$ cat src/rtl/mod_hazard.sv
// mod_hazard: forwarding and load-use hazard unit for the five-stage 16-bit
// pipeline. Shadows the register-usage fields of the instructions in EX, MEM
// and WB, and advances in lockstep with the pipeline registers.
//
// Ports:
//   clk, rst            clock (rising edge), asynchronous active-high reset
//   hold                global freeze: tracking entries and counter keep state
//   flush               branch redirect: the ID instruction becomes a bubble
//   id_rs/id_rt         ID source registers, qualified by id_uses_rs/id_uses_rt
//   id_rd/id_regwrite   ID destination register and its write enable
//   id_memread          ID instruction is a load
//   forward_aluin1/2    EX ALU operand select: 00 regfile, 01 MEM, 10 WB
//   stall               load-use stall: freeze PC and IF/ID, bubble into ID/EX
//   stall_count         saturating count of stall cycles taken
module mod_hazard (
    input  logic        clk,
    input  logic        rst,
    input  logic        hold,
    input  logic        flush,
    input  logic [3:0]  id_rs,
    input  logic [3:0]  id_rt,
    input  logic        id_uses_rs,
    input  logic        id_uses_rt,
    input  logic [3:0]  id_rd,
    input  logic        id_regwrite,
    input  logic        id_memread,
    output logic [1:0]  forward_aluin1,
    output logic [1:0]  forward_aluin2,
    output logic        stall,
    output logic [15:0] stall_count
);

    // EX entry
    logic [3:0]  ex_rs;
    logic [3:0]  ex_rt;
    logic [3:0]  ex_rd;
    logic        ex_uses_rs;
    logic        ex_uses_rt;
    logic        ex_regwrite;
    logic        ex_memread;
    // MEM entry
    logic [3:0]  mem_rd;
    logic        mem_regwrite;
    logic        mem_memread;
    // WB entry
    logic [3:0]  wb_rd;
    logic        wb_regwrite;

    logic [15:0] stall_cnt;
    logic        load_in_ex;
    logic        insert_bubble;

    // MEM holds the younger producer, so it is checked first. A load in MEM
    // never forwards: its data is not ready and the stall prevents that case.
    function automatic logic [1:0] fwd_sel(
        input logic       uses,
        input logic [3:0] src,
        input logic       m_wr,
        input logic       m_ld,
        input logic [3:0] m_rd,
        input logic       w_wr,
        input logic [3:0] w_rd
    );
        logic [1:0] sel;
        sel = 2'b00;
        if (uses && (src != 4'd0)) begin
            if (m_wr && !m_ld && (m_rd == src))
                sel = 2'b01;
            else if (w_wr && (w_rd == src))
                sel = 2'b10;
        end
        return sel;
    endfunction

    always_comb begin
        forward_aluin1 = fwd_sel(ex_uses_rs, ex_rs, mem_regwrite, mem_memread,
                                 mem_rd, wb_regwrite, wb_rd);
        forward_aluin2 = fwd_sel(ex_uses_rt, ex_rt, mem_regwrite, mem_memread,
                                 mem_rd, wb_regwrite, wb_rd);
    end

    always_comb begin
        load_in_ex    = ex_memread && ex_regwrite && (ex_rd != 4'd0);
        stall         = !flush && load_in_ex &&
                        ((id_uses_rs && (id_rs == ex_rd)) ||
                         (id_uses_rt && (id_rt == ex_rd)));
        insert_bubble = stall || flush;
    end

    always_ff @(posedge clk or posedge rst) begin
        if (rst) begin
            ex_rs        <= '0;
            ex_rt        <= '0;
            ex_rd        <= '0;
            ex_uses_rs   <= 1'b0;
            ex_uses_rt   <= 1'b0;
            ex_regwrite  <= 1'b0;
            ex_memread   <= 1'b0;
            mem_rd       <= '0;
            mem_regwrite <= 1'b0;
            mem_memread  <= 1'b0;
            wb_rd        <= '0;
            wb_regwrite  <= 1'b0;
            stall_cnt    <= '0;
        end else if (!hold) begin
            wb_rd        <= mem_rd;
            wb_regwrite  <= mem_regwrite;
            mem_rd       <= ex_rd;
            mem_regwrite <= ex_regwrite;
            mem_memread  <= ex_memread;
            if (insert_bubble) begin
                ex_rs       <= '0;
                ex_rt       <= '0;
                ex_rd       <= '0;
                ex_uses_rs  <= 1'b0;
                ex_uses_rt  <= 1'b0;
                ex_regwrite <= 1'b0;
                ex_memread  <= 1'b0;
            end else begin
                ex_rs       <= id_rs;
                ex_rt       <= id_rt;
                ex_rd       <= id_rd;
                ex_uses_rs  <= id_uses_rs;
                ex_uses_rt  <= id_uses_rt;
                ex_regwrite <= id_regwrite;
                ex_memread  <= id_memread;
            end
            if (stall && (stall_cnt != '1))
                stall_cnt <= stall_cnt + 16'd1;
        end
    end

    assign stall_count = stall_cnt;

endmodule

$ cat config.mk
export PLATFORM = sky130hd
export DESIGN_NAME = mod_hazard
export DESIGN_NICKNAME = d
export VERILOG_FILES = /design/src/rtl/mod_hazard.sv
export SDC_FILE = /design/constraint.sdc
export NUM_CORES = 1
export LEC_CHECK = 0
export CORE_UTILIZATION = 52
export DETAILED_ROUTE_END_ITERATION = 10
export PLACE_DENSITY = 0.8
export SLEW_MARGIN = 20
export SYNTH_ARGS = -nofsm -noshare
export SYNTH_HDL_FRONTEND = slang
export SYNTH_SLANG_ARGS = --single-unit
export TNS_END_PERCENT = 30
$ cat constraint.sdc
create_clock -name clk -period 2 [get_ports clk]
set_input_delay 0.4 -clock clk [delete_from_list [all_inputs] [get_ports clk]]
set_output_delay 0.4 -clock clk [all_outputs]
set_load 0.05 [all_outputs]
==> metrics.cfg <==
[drt]
drtAntennaViolNets=0
drt-total-wl_um=5620
drc=0
drtIter0Drc=135
detail_route.first_pass.iterations=4
vias=1805
drt-wirelength-per-cell_um=17.5
vias_per_cell=5.62

[pwr]
powerDensity_mw_per_mm2=691
ir_worst_vdd_uv=485
p_leak_nw=1.49

[critical_path]
startpoint_type=register
slowest_delay_ps=460
cp.arrival_ps=1700
cp_cell_sequence=xor2_1 > nor3_1 > and4_4 > nor2_8 > inv_4 > buf_12
rr_worst_depth=7
r2r_setup_slack_ps=0
required_ps=1600
worstSetupPathType=register to output pin
endpoint_kind=output pin
cp_top_family=simple AND/OR/NAND/NOR gates
r2r-start=ex_rd[3]$_DFFE_PP0N_
crit_buf_inv=2
cpMaxStageDelayCell=dfrtp_2
crit_fanout=5
regToRegEndpoint=stall_count[10]$_DFFE_PP0P_

[final_layout]
drive_gt1_share_pct=31.7
final_cell_area_mm2=0.00320
fillerInstances=233
mostFrequentLayoutCells=nand2_1, dfrtp_1, clkdlybuf4s50_1
syn_to_final_growth_pct=44.0
fin_nets=291
finalNonFillerCells=321
final_common_cell=nand2_1
antenna_cells=0
final_util_pct=78.8

[clock_network]
root_buffer=clkbuf_8
clk_latency_ps=300
htreeDepth=2
cts.clk_slew.worst_paths_ps=80
numCtsBuffers=5
cts_tree=yes
ctsHoldBuffers=0
clockBufferDepth=2
cts_sinks=43

[yosys]
synth_enable_flop_cells=0
synth-async-reset-ratio_pct=100
ys.flop_type=dfrtp_1
synth-seq-cells=43
ys_seq_area_share_pct=48.5
syn_avg_cell_area_um2=10.4
ys_warn_count=0
synth_nets=235
netlist_area_mm2=0.00222
synth_cell_types=26
netlist_instances=214

[timing]
slew_headroom_pct=64.1
period_share_pct=105
hold_violations=0
clock.fmax_mhz=475
rsz0062_at_grt=yes
finalClockSkew_ps=6.24
setup_viol=4
holdWs_ps=378
worstMarginPinSlew_ps=538
period_needed_ps=2100
fin_ws_ps=-105
slew_viol_final=0

[place]
pre_cts_slack_ps=-225
port_buffers=40
placed_cells=308
place_area_mm2=0.00278
dp_hpwl_um=3500
gp_congestion=0.849

[status]
status=complete, but fails checks
violations=setup timing

[worst_hold_path]
hold_class=primary input to register
whs_path_depth=3
worstHoldStart=id_rs[2]
min_to=ex_rs[2]$_DFFE_PP0N_

[flow_run]
maxCapViolCount=0

[global_routing]
antenna_found_initial=0
grt_overflow_total=0
grt_max_degree=44
grt_pass1_wl_um=7800
grtUsageTotal_pct=23.9
grt_pass1_vias=1587

[floorplan]
die_width_um=67.3
die_y_um=67.3
io_pins=41
std_cell_rows=23
fp.dieArea_mm2=0.00453
coreArea_mm2=0.00406
start_util_pct=54.7

worst max path at each step:
stage	start	end	slack (ps)	depth (start not counted)
2_1_floorplan	ex_rs[1]$_DFFE_PP0N_	forward_aluin1[0]	-510	3
3_3_place_gp	id_rt[0]	stall	-210	7
3_5_place_dp	id_rs[0]	stall_count[1]$_DFFE_PP0P_	-220	8
4_1_cts	flush	stall	-110	6
5_1_grt	ex_rd[3]$_DFFE_PP0N_	stall	-210	6
6_report	ex_rd[3]$_DFFE_PP0N_	stall	-100	6
area by class of cell:
type	count	area [µm²]	share of cell area (%)
multi-input cells	159	1310	40.8
flip-flops and latches	43	1090	34.2
repair buffers	56	581	18.2
clock buffers	6	72.6	2.27
well taps	50	62.6	1.96
clock inverters	2	60.1	1.88
inverters	5	21.3	0.666
registers in the layout, summed over array words and instances, names as in the netlist, 4 cells and up:
name         count
ex_rt            4
wb_rd            4
ex_rd            4
stall_count     16
mem_rd           4
ex_rs            4
through the flow:
stage	power, mW	setup TNS [ps]
floorplan	1.20	-617
global placement	1.30	-4070
detailed placement	1.32	-3760
CTS	2.13	-197
global route	2.29	-1180
finish	2.21	-218
worst reg2reg max path, delay by kind of cell, from the launching register on:
family                 cells  cell delay, ps
flip-flops                 1             460
buffers and inverters      1             200
AND/OR/NAND/NOR            4             930
XOR/XNOR                   2             340
logic make-up after synthesis:
family	count (synthesis)	share of synthesized area, %
flops	43	48.5
buf+inv	12	2.37
xor+xnor	39	15.4
simple gates	89	22.7
mux	12	6.09
fa+ha+maj	1	0.564
compound gates	18	4.40
report_power, final:
group	total [mW]	internal [mW]	leakage [nW]	switching, mW
Combinational	0.376	0.193	0.873	0.183
Sequential	1.02	0.929	0.555	0.0931
Clock	0.809	0.499	0.0654	0.310
Total	2.21	1.62	1.49	0.586
per-layer routing:
| metal | vias to the layer above | part of all wire, % | GRT usage, % |
|---|---|---|---|
| li1 | 850 | - | - |
| met1 | 902 | 45 | 34.9 |
| met2 | 45 | 51 | 35.5 |
| met3 | 8 | 2.6 | 4.90 |
| met4 | 0 | 1.3 | 7.45 |
| met5 | - | 0 | 0 |
cells in the mapped netlist, types with 2 or more instances:
cell | n | area (µm²)
nor2_1 | 3 | 11.3
nand4_1 | 8 | 50.1
mux2_1 | 4 | 45.0
dfrtp_1 | 43 | 1080
nor3_1 | 7 | 35.0
nor4_2 | 7 | 87.6
nand2_1 | 41 | 154
mux2_2 | 8 | 90.1
clkbuf_1 | 5 | 18.8
nor4_1 | 6 | 37.5
nand3_1 | 10 | 50.1
xnor2_1 | 22 | 193
inv_1 | 4 | 15.0
o21ai_1 | 16 | 80.1
o41ai_1 | 2 | 17.5
and4_4 | 2 | 22.5
xor2_1 | 17 | 149
timing repair:
action | in CTS | in global routing
gates resized for setup | 8 | 43
pin swaps | 7 | 18
endpoints found under the setup margin | 5 | 19
setup buffers | 1 | 4
Power figures use the tool's default switching activity.
